[config.mk]
export PLATFORM = sky130hd
export DESIGN_NAME = trap_sequencer
export DESIGN_NICKNAME = d
export VERILOG_FILES = /design/src/rtl/trap_pkg.sv /design/src/rtl/trap_vector_calc.sv /design/src/rtl/trap_sequencer.sv
export SDC_FILE = /design/constraint.sdc
export NUM_CORES = 1
export LEC_CHECK = 0
export CORE_MARGIN = 2
export CORE_UTILIZATION = 46
export DETAILED_ROUTE_END_ITERATION = 10
export GPL_ROUTABILITY_DRIVEN = 0
export HOLD_SLACK_MARGIN = 0.03
export PLACE_DENSITY = 0.92
export SLEW_MARGIN = 20
export SYNTH_ARGS = -nofsm -noshare
export SYNTH_HDL_FRONTEND = slang
export SYNTH_SLANG_ARGS = --single-unit
[constraint.sdc]
create_clock -name i_clk -period 7.1 [get_ports i_clk]
set_clock_uncertainty 0.05 [all_clocks]
set_input_delay 1.42 -clock i_clk [delete_from_list [all_inputs] [get_ports i_clk]]
set_output_delay 1.42 -clock i_clk [all_outputs]
set_load 0.05 [all_outputs]
[src/rtl/trap_pkg.sv]
// Shared types and constants for the trap/mret sequencer.
package trap_pkg;

    // Sequencer states
    typedef enum logic [2:0] {
        ST_IDLE     = 3'd0,
        ST_FLUSH    = 3'd1,
        ST_SAVE     = 3'd2,
        ST_REDIRECT = 3'd3,
        ST_ACK      = 3'd4
    } trap_state_e;

    // mtvec mode field encodings
    localparam logic [1:0] MTVEC_MODE_DIRECT   = 2'b00;
    localparam logic [1:0] MTVEC_MODE_VECTORED = 2'b01;

    // mcause codes used around the trap path
    localparam logic [31:0] CAUSE_ILLEGAL    = 32'd2;
    localparam logic [31:0] CAUSE_ECALL_M    = 32'd11;
    localparam logic [31:0] CAUSE_MTIMER_IRQ = 32'h8000_0007;
    localparam logic [31:0] CAUSE_MEXT_IRQ   = 32'h8000_000B;

    // Clear the two low address bits (word alignment for pcs and vector bases)
    function automatic logic [31:0] word_align(input logic [31:0] addr);
        return addr & 32'hFFFF_FFFC;
    endfunction

endpackage

[src/rtl/trap_vector_calc.sv]
// Trap target computation from mtvec and mcause (direct or vectored).
module trap_vector_calc
    import trap_pkg::*;
#(
    parameter bit VECTORED_EN = 1'b1
) (
    input  logic [31:0] mtvec,
    input  logic [31:0] cause,
    output logic [31:0] target
);

    logic [31:0] base_s;
    logic [31:0] offset_s;
    logic        vectored_s;

    // Interrupts in vectored mode land at base + 4*code; everything else at base
    always_comb begin
        base_s     = word_align(mtvec);
        offset_s   = cause << 2;
        vectored_s = VECTORED_EN && (mtvec[1:0] == MTVEC_MODE_VECTORED) && cause[31];
        if (vectored_s) begin
            target = base_s + offset_s;
        end else begin
            target = base_s;
        end
    end

endmodule

[src/rtl/trap_sequencer.sv]
// Trap/mret sequencer: drains the pipe, writes trap CSRs, redirects fetch
// and acknowledges the priority unit. All outputs are registered.
module trap_sequencer
    import trap_pkg::*;
#(
    parameter bit VECTORED_EN = 1'b1,
    parameter bit MTVAL_EN    = 1'b1
) (
    input  logic        i_clk,
    input  logic        i_rst,
    input  logic        i_trap_pending,
    input  logic [31:0] i_trap_cause,
    input  logic [31:0] i_trap_pc,
    input  logic [31:0] i_trap_val,
    input  logic        i_mret,
    input  logic [31:0] i_mtvec,
    input  logic [31:0] i_mepc,
    input  logic        i_pipe_empty,
    output logic        o_flush,
    output logic        o_csr_we,
    output logic [31:0] o_mcause,
    output logic [31:0] o_mepc,
    output logic [31:0] o_mtval,
    output logic        o_mstatus_trap,
    output logic        o_mstatus_mret,
    output logic        o_redirect_valid,
    output logic [31:0] o_redirect_pc,
    input  logic        i_redirect_ready,
    output logic        o_trap_handled,
    output logic        o_busy
);

    trap_state_e state_r;
    trap_state_e state_s;
    logic        is_mret_r;
    logic        is_mret_s;
    logic        capture_s;
    logic [31:0] trap_val_s;
    logic [31:0] vec_target_s;
    logic [31:0] target_s;

    trap_vector_calc #(
        .VECTORED_EN (VECTORED_EN)
    ) u_vector_calc (
        .mtvec  (i_mtvec),
        .cause  (o_mcause),
        .target (vec_target_s)
    );

    // Redirect target: mtvec-derived for traps, aligned mepc for mret
    always_comb begin
        trap_val_s = MTVAL_EN ? i_trap_val : 32'd0;
        if (is_mret_r) begin
            target_s = word_align(i_mepc);
        end else begin
            target_s = vec_target_s;
        end
    end

    // Next-state logic; trap/mret requests are only looked at in IDLE
    always_comb begin
        state_s   = state_r;
        is_mret_s = is_mret_r;
        capture_s = 1'b0;
        case (state_r)
            ST_IDLE: begin
                if (i_trap_pending) begin
                    capture_s = 1'b1;
                    is_mret_s = 1'b0;
                    state_s   = ST_FLUSH;
                end else if (i_mret) begin
                    is_mret_s = 1'b1;
                    state_s   = ST_FLUSH;
                end else begin
                    state_s   = ST_IDLE;
                end
            end
            ST_FLUSH: begin
                if (i_pipe_empty) begin
                    state_s = ST_SAVE;
                end else begin
                    state_s = ST_FLUSH;
                end
            end
            ST_SAVE: begin
                state_s = ST_REDIRECT;
            end
            ST_REDIRECT: begin
                if (i_redirect_ready) begin
                    if (is_mret_r) begin
                        state_s = ST_IDLE;
                    end else begin
                        state_s = ST_ACK;
                    end
                end else begin
                    state_s = ST_REDIRECT;
                end
            end
            ST_ACK: begin
                state_s = ST_IDLE;
            end
            default: begin
                state_s = ST_IDLE;
            end
        endcase
    end

    // State, path flag and registered outputs decoded from the next state
    always_ff @(posedge i_clk or posedge i_rst) begin
        if (i_rst) begin
            state_r          <= ST_IDLE;
            is_mret_r        <= 1'b0;
            o_flush          <= 1'b0;
            o_csr_we         <= 1'b0;
            o_mstatus_trap   <= 1'b0;
            o_mstatus_mret   <= 1'b0;
            o_redirect_valid <= 1'b0;
            o_trap_handled   <= 1'b0;
            o_busy           <= 1'b0;
        end else begin
            state_r          <= state_s;
            is_mret_r        <= is_mret_s;
            o_flush          <= (state_s == ST_FLUSH);
            o_csr_we         <= (state_s == ST_SAVE) && !is_mret_s;
            o_mstatus_trap   <= (state_s == ST_SAVE) && !is_mret_s;
            o_mstatus_mret   <= (state_s == ST_SAVE) && is_mret_s;
            o_redirect_valid <= (state_s == ST_REDIRECT);
            o_trap_handled   <= (state_s == ST_ACK);
            o_busy           <= (state_s != ST_IDLE);
        end
    end

    // Trap CSR capture; values hold until the next trap is accepted
    always_ff @(posedge i_clk or posedge i_rst) begin
        if (i_rst) begin
            o_mcause <= 32'd0;
            o_mepc   <= 32'd0;
            o_mtval  <= 32'd0;
        end else if (capture_s) begin
            o_mcause <= i_trap_cause;
            o_mepc   <= word_align(i_trap_pc);
            o_mtval  <= trap_val_s;
        end else begin
            o_mcause <= o_mcause;
            o_mepc   <= o_mepc;
            o_mtval  <= o_mtval;
        end
    end

    // Redirect target is sampled in SAVE and held stable through REDIRECT
    always_ff @(posedge i_clk or posedge i_rst) begin
        if (i_rst) begin
            o_redirect_pc <= 32'd0;
        end else if (state_r == ST_SAVE) begin
            o_redirect_pc <= target_s;
        end else begin
            o_redirect_pc <= o_redirect_pc;
        end
    end

endmodule

==> reports/results.tsv, run 1 <==
stage	metric	value	unit
synthesis	yosys_register_bits	134	
drt	drt_wl_total	22100	um
die	floorplan.die.width	128	um
clock_tree	cts_buffers	17	
global_route	first_global_vias	6571	
timing	setup_viol	0	
critical_path	crit_path_end_kind	flop	
critical_path	critical_path_class	primary input to flop	
synthesis	per_instance_average_area_after_synthesis	10.6	um2
clock_tree	postCtsSetupBuffers	0	
global_route	initial_antenna_violation_count	0	
critical_path	critical_path_buf_inv_count	1	
die	fp.dieH	128	um
critical_path	critical-path-slowest-cell	sky130_fd_sc_hd__clkdlybuf4s50_1	
synthesis	netlist_area	7030	um2
synthesis	ys_top_cells_by_area	sky130_fd_sc_hd__dfrtp_1 48%, sky130_fd_sc_hd__mux2_2 15%, sky130_fd_sc_hd__ha_1 5.2%	
pwr	leakagePower	4.46	nW
pwr	power_density	578	nW/um2
critical_path	crit_chain	clkdlybuf4s50_1 -> ha_1 -> fa_1 -> a211oi_1 -> o21ai_1 -> a31oi_1 -> o31ai_1 -> and4_1 -> o22ai_1 -> xnor2_1 -> nor3_1 -> o31ai_1	
synthesis	synth_edf_count	0	
timing	fin_tns_setup	0	ns
clock_tree	clk_root_buffer_cell	sky130_fd_sc_hd__clkbuf_16	
global_route	grt_start_max_net_pins	77	
place	post_dp_cell_area	10100	um2
synthesis	synthArstFlopShare	100	%
synthesis	yosysTopAreaCell	sky130_fd_sc_hd__dfrtp_1	
synthesis	synth_seq_area_share	47.7	%
clock_tree	cts-hold-fix-buffers	0	
synthesis	synth_cell_type_count	58	
timing	timing.slew.headroom	37.0	%
clock_tree	cts.repair.resized	0	
clock_tree	h-tree-depth	4	
synthesis	ys.flop_type	sky130_fd_sc_hd__dfrtp_1	
critical_path	worst-endpoint-arrival	4.56	ns
timing	min_period	4.29	ns
clock_tree	worstSkewPairLatency	0.42	ns
place	place_hpwl	16200	um
critical_path	worst-endpoint-required	7.37	ns
critical_path	critical-path-max-stage-delay	0.45	ns
synthesis	synth_top_area_share	47.7	%
pwr	worst_ir_drop_vdd	0.444	mV
clock_tree	clkSlewWorstSetupHoldPaths	0.06	ns
cells_and_area	final_design_area_no_fill	10700	um2
die	fp.dieArea	16300	um2
job	max-cap-violations	0	
drt	antenna_violating_nets_post_route	0	
cells_and_area	filler_cell_count	1050	
timing	finalHoldViolCount	0	
critical_path	worstPathMaxFanout	3	
critical_path	top_delay_family_on_crit_path	compound AO/OA/AOI/OAI gates	
min_path	min_path_type	flop to flop	
synthesis	netlist_instances	663	
timing	slew_worst_pin	0.945	ns
global_route	groute.usage.overall	27.4	%
clock_tree	clock-sinks	134	
global_route	grt.overflow.total	0	
cells_and_area	finish.net_count	1144	
critical_path	timing.critical_path.mode_cell	sky130_fd_sc_hd__o31ai_1	
die	core_area	15100	um2
cells_and_area	insertedDiodeCount	0	
clock_tree	tritoncts_clock_tree	yes	
cells_and_area	final_layout_size_suffix_gt1_share	15.1	%
die	rows	45	
drt	dr_total_vias	6359	
critical_path	setup_crit_start_kind	primary input	
synthesis	ys_warn_count	0	
outcome	status	completed	
die	io-pin-count	301	
drt	detail_route.first_pass.iterations	5	
drt	drc	0	
cells_and_area	area.growth.synth_to_final	52.3	%
timing	final.period_utilization	60.4	%
timing	achievable-frequency	233	MHz
timing	report.final.slew_viol_count	0	
global_route	grt_first_pass_wirelength	34500	um
clock_tree	ctsLongestPathBuffers	2	
place	place.port_buffers	292	
die	initial_utilization	46.6	%
drt	post_drt_via_cell_ratio	5.53	
drt	drt-wirelength-per-cell	19.2	um
drt	initialDrtViolationCount	372	
timing	unrepaired_setup_endpoints_after_global_routing	false	
==> final timing paths <==
path | from | end | slack, ns | depth (start not counted)
hold / removal | o_redirect_pc[13]$_DFFE_PP0N_ | o_redirect_pc[13]$_DFFE_PP0N_ | 0.43 | 2
setup reg to reg | o_mcause[0]$_DFFE_PP0P_ | o_redirect_pc[28]$_DFFE_PP0N_ | 3.89 | 11
max in group asynchronous | i_rst | o_mcause[19]$_DFFE_PP0P_ | 4.25 | 3
min in group asynchronous | i_rst | o_mtval[26]$_DFFE_PP0P_ | 1.38 | 2
hold reg to reg | o_redirect_pc[13]$_DFFE_PP0N_ | o_redirect_pc[13]$_DFFE_PP0N_ | 0.43 | 2
setup / recovery | i_mtvec[2] | o_redirect_pc[28]$_DFFE_PP0N_ | 2.81 | 12
==> placed cells by master (no fill, tap or decap), drive strengths merged, types with 4 or more instances in the layout <==
cell / Yosys / layout
o21ai: 54 / 54
buf: 14 / 7
or3: 9 / 9
nor2: 41 / 41
a211oi: 13 / 13
o211ai: 7 / 7
a31oi: 7 / 7
xor2: 7 / 7
nor3: 10 / 10
o31ai: 4 / 4
clkdlybuf4s50: 0 / 292
a21oi: 49 / 49
o21bai: 6 / 6
a21o: 13 / 13
conb: 1 / 4
ha: 29 / 29
clkbuf: 22 / 18
and3: 6 / 6
nand2: 66 / 66
dfrtp: 134 / 134
nand3: 9 / 9
mux2: 96 / 96
xnor2: 17 / 17
inv: 9 / 15
==> where the power goes <==
group | internal, W | leakage [nW] | switching [W]
clock | 0.000537 | 0.288 | 0.000367
combinational | 0.00143 | 2.58 | 0.00245
sequential | 0.00115 | 1.60 | 0.000251
==> through the flow <==
step                      hold slack, ns  utilization [%]  std cells  total power (W)  worst slack [ns]
after global placement             0.408             67.0       1117          0.00516              2.50
after global routing               0.462             71.0       1149          0.00650              2.58
final                              0.428             71.0       1149          0.00619              2.81
after detailed placement           0.418             67.0       1117          0.00526              2.46
after CTS                          0.432             71.0       1149          0.00620              2.86
after floorplan                    0.513                -        666          0.00401              2.05
==> cell families (layout without fill, tap and decap cells) <==
kind of cell | after synthesis | after routing | synth area share, %
flip-flops | 134 | 134 | 47.7
XOR/XNOR | 24 | 24 | 2.99
adder cells (fa/ha/maj) | 30 | 30 | 5.44
buffers and inverters | 45 | 340 | 2.69
AO/OA/AOI/OAI | 172 | 172 | 15.2
other | 1 | 4 | 0.0533
multiplexers | 96 | 96 | 15.4
AND/OR/NAND/NOR | 161 | 161 | 10.6
==> registers in the layout, indices dropped and copies added (netlist names) <==
signal and cells:
is_mret_r 1, o_busy 1, o_flush 1, o_mcause 32, o_mepc 30, o_mstatus_mret 1
o_mstatus_trap 1, o_mtval 32, o_redirect_pc 30, o_redirect_valid 1, o_trap_handled 1, state_r 3
==> cells in the mapped netlist (all sizes together), types with 7 or more instances <==
master	instances
dfrtp	134
mux2	96
nand2	66
o21ai	54
a21oi	49
nor2	41
ha	29
clkbuf	22
xnor2	17
buf	14
a211oi	13
a21o	13
nor3	10
inv	9
nand3	9
or3	9
a31oi	7
o211ai	7
xor2	7
==> layer usage <==
metal / up-vias / wire length [um] / global-route usage [%]
li1: 2966 / - / -
met4: 0 / 364 / 8.14
met1: 3099 / 8520 / 32.3
met2: 260 / 11600 / 48.6
met5: - / 0 / 0
met3: 34 / 1570 / 7.71
==> worst reg2reg max path: cells and delay by family, from the launching register on <==
family          cells  cell delay, ns
compound gates      6            1.54
fa+ha+maj           2            0.68
flops               1            0.40
simple gates        2            0.30
xor+xnor            1            0.14
==> area by class of cell <==
class,count,area [um2],area share (%)
repair buffers,299,2980,27.8
clock inverters,14,166,1.55
inverters,9,38.8,0.362
flip-flops and latches,134,3350,31.3
well taps,188,235,2.20
multi-input cells,487,3500,32.7
clock buffers,18,439,4.10
Note: power is estimated with default switching activity, not from simulation.
==> run 2: changes to the inputs <==
--- a/config.mk
+++ b/config.mk
@@ -6,11 +6,11 @@
 export NUM_CORES = 1
 export LEC_CHECK = 0
 export CORE_MARGIN = 2
-export CORE_UTILIZATION = 46
+export CORE_UTILIZATION = 39
 export DETAILED_ROUTE_END_ITERATION = 10
 export GPL_ROUTABILITY_DRIVEN = 0
 export HOLD_SLACK_MARGIN = 0.03
-export PLACE_DENSITY = 0.92
+export PLACE_DENSITY = 0.84
 export SLEW_MARGIN = 20
 export SYNTH_ARGS = -nofsm -noshare
 export SYNTH_HDL_FRONTEND = slang
==> constraint.sdc (replaced) <==
create_clock -name i_clk -period 3.75 [get_ports i_clk]
set_clock_uncertainty 0.05 [all_clocks]
set_input_delay 0.75 -clock i_clk [delete_from_list [all_inputs] [get_ports i_clk]]
set_output_delay 0.75 -clock i_clk [all_outputs]
set_load 0.05 [all_outputs]
==> reports/results.tsv, run 2 (synthesis gave the netlist of run 1 again) <==
stage	metric	value	unit
job	max-cap-violations	0	
clock_tree	worstSkewPairLatency	0.41	ns
critical_path	worstPathMaxFanout	3	
clock_tree	cts.repair.resized	0	
timing	slew_worst_pin	0.939	ns
min_path	hold_path.startpoint	o_redirect_pc[13]$_DFFE_PP0N_	
timing	setup_viol	0	
cells_and_area	most_frequent_standard_cell_in_the_layout_excluding_fill_and_tap_cells	sky130_fd_sc_hd__clkdlybuf4s50_1	
drt	initialDrtViolationCount	330	
cells_and_area	multi_input_comb_area	3500	um2
drt	drt_wl_total	22400	um
die	io-pin-count	301	
die	floorplan.die.width	138	um
place	place.port_buffers	292	
drt	antenna_violating_nets_post_route	0	
drt	detail_route.first_pass.iterations	5	
global_route	grt_first_pass_wirelength	35400	um
global_route	initial_antenna_violation_count	0	
timing	unrepaired_setup_endpoints_after_global_routing	false	
clock_tree	ctsLongestPathBuffers	2	
pwr	worst_ir_drop_vdd	0.615	mV
critical_path	critical_path_class	primary input to flop	
global_route	groute.usage.overall	23.3	%
clock_tree	cts-hold-fix-buffers	0	
clock_tree	h-tree-depth	4	
global_route	grt.overflow.total	0	
drt	dr_total_vias	6505	
cells_and_area	filler_cell_count	1476	
outcome	status	completed	
place	detailedPlace.worstSlack	0.00149	ns
global_route	first_global_vias	6716	
drt	drt-wirelength-per-cell	18.6	um
die	core_area	17800	um2
critical_path	r2r-start	o_mcause[0]$_DFFE_PP0P_	
timing	final.period_utilization	92.1	%
cells_and_area	layout_common_cells	292 x sky130_fd_sc_hd__clkdlybuf4s50_1, 134 x sky130_fd_sc_hd__dfrtp_1, 95 x sky130_fd_sc_hd__mux2_2	
critical_path	worst-endpoint-required	4.02	ns
timing	finalHoldViolCount	0	
drt	drc	0	
timing	setup_slack	0.297	ns
timing	final.hold.worst_slack	0.426	ns
clock_tree	clk_root_buffer_cell	sky130_fd_sc_hd__clkbuf_16	
clock_tree	clock-sinks	134	
cells_and_area	area.growth.synth_to_final	54.4	%
min_path	min_path_type	flop to flop	
critical_path	worst-endpoint-arrival	3.72	ns
clock_tree	cts_buffers	17	
die	fp.dieArea	19100	um2
timing	timing.slew.headroom	37.1	%
die	rows	49	
global_route	grt_start_max_net_pins	135	
clock_tree	tritoncts_clock_tree	yes	
critical_path	critical_path.startpoint	i_mtvec[2]	
drt	post_drt_via_cell_ratio	5.41	
critical_path	setup_crit_start_kind	primary input	
cells_and_area	final_layout_size_suffix_gt1_share	16.0	%
pwr	power_density	1090	nW/um2
cells_and_area	finish.net_count	1157	
cells_and_area	register_area	3350	um2
timing	achievable-frequency	290	MHz
timing	report.final.slew_viol_count	0	
timing	fin_tns_setup	0	ns
clock_tree	clkSlewWorstSetupHoldPaths	0.06	ns
cells_and_area	insertedDiodeCount	0	
die	initial_utilization	39.4	%
pwr	leakagePower	4.52	nW
die	fp.dieH	138	um
timing	min_period	3.45	ns
critical_path	crit_path_end_kind	flop	
place	place_hpwl	16500	um
cells_and_area	reg.largest.list	o_mcause x32, o_mtval x32	
clock_tree	postCtsSetupBuffers	0	
==> run 2: cell count changes in the layout (fill, tap and decap cells not counted) <==
| cell | before | now |
|---|---|---|
| sky130_fd_sc_hd__inv_8 | 2 | 0 |
| sky130_fd_sc_hd__buf_12 | 0 | 2 |
| sky130_fd_sc_hd__clkinv_2 | 0 | 2 |
| sky130_fd_sc_hd__clkbuf_8 | 1 | 0 |
| sky130_fd_sc_hd__clkbuf_1 | 0 | 2 |
| sky130_fd_sc_hd__buf_4 | 7 | 18 |
| sky130_fd_sc_hd__clkinv_4 | 3 | 4 |
| sky130_fd_sc_hd__inv_6 | 5 | 3 |
==> run 2: layout make-up <==
class | instances | share of cell area [%]
repair buffers | 312 | 28.5
clock inverters | 13 | 1.35
clock buffers | 19 | 3.99
well taps | 229 | 2.64
flip-flops and latches | 134 | 30.9
multi-input cells | 487 | 32.3
inverters | 9 | 0.346
==> run 2: report_power, final <==
part / leakage [nW] / switching (W) / internal [W] / total, W
Combinational: 2.65 / 0.00463 / 0.00280 / 0.00743
Clock: 0.278 / 0.000680 / 0.000987 / 0.00167
Sequential: 1.60 / 0.000510 / 0.00218 / 0.00269
==> run 2: metal layers <==
| layer | global-route usage (%) | wire length [um] | up-vias |
|---|---|---|---|
| met5 | 0 | 0 | - |
| met4 | 9.24 | 763 | 0 |
| met3 | 7.62 | 1840 | 54 |
| met2 | 39.2 | 10700 | 327 |
| met1 | 27.8 | 9030 | 3137 |
| li1 | - | - | 2987 |
==> run 2: per-stage QoR <==
step,cell area (um2),total power [W],std cells,util [%]
after global placement,10300,0.00993,1171,57.6
after floorplan,7050,0.00760,666,-
after detailed placement,10300,0.0101,1171,57.6
after global routing,10900,0.0124,1203,60.9
final,10900,0.0118,1203,60.9
after CTS,10900,0.0118,1203,60.9
==> run 2: path summary, 6_finish.rpt <==
kind | endpoint | slack, ns | cells after the start
worst max-delay path | o_redirect_pc[28]$_DFFE_PP0N_ | 0.30 | 12
worst min-delay path | o_redirect_pc[13]$_DFFE_PP0N_ | 0.43 | 2
worst max register to register | o_redirect_pc[28]$_DFFE_PP0N_ | 0.67 | 11
worst min register to register | o_redirect_pc[13]$_DFFE_PP0N_ | 0.43 | 2
min in group asynchronous | o_mtval[7]$_DFFE_PP0P_ | 0.80 | 3
max in group asynchronous | o_redirect_pc[28]$_DFFE_PP0N_ | 2.23 | 3
==> run 2: worst max-delay path: stages <==
cell and delay, ns:
sky130_fd_sc_hd__clkdlybuf4s50_1 0.42, sky130_fd_sc_hd__ha_1 0.25, sky130_fd_sc_hd__fa_1 0.40, sky130_fd_sc_hd__a211oi_1 0.38, sky130_fd_sc_hd__o21ai_1 0.21, sky130_fd_sc_hd__a31oi_1 0.35, sky130_fd_sc_hd__o31ai_1 0.16, sky130_fd_sc_hd__and4_1 0.22
sky130_fd_sc_hd__o22ai_1 0.15, sky130_fd_sc_hd__xnor2_1 0.14, sky130_fd_sc_hd__nor3_1 0.06, sky130_fd_sc_hd__o31ai_1 0.23
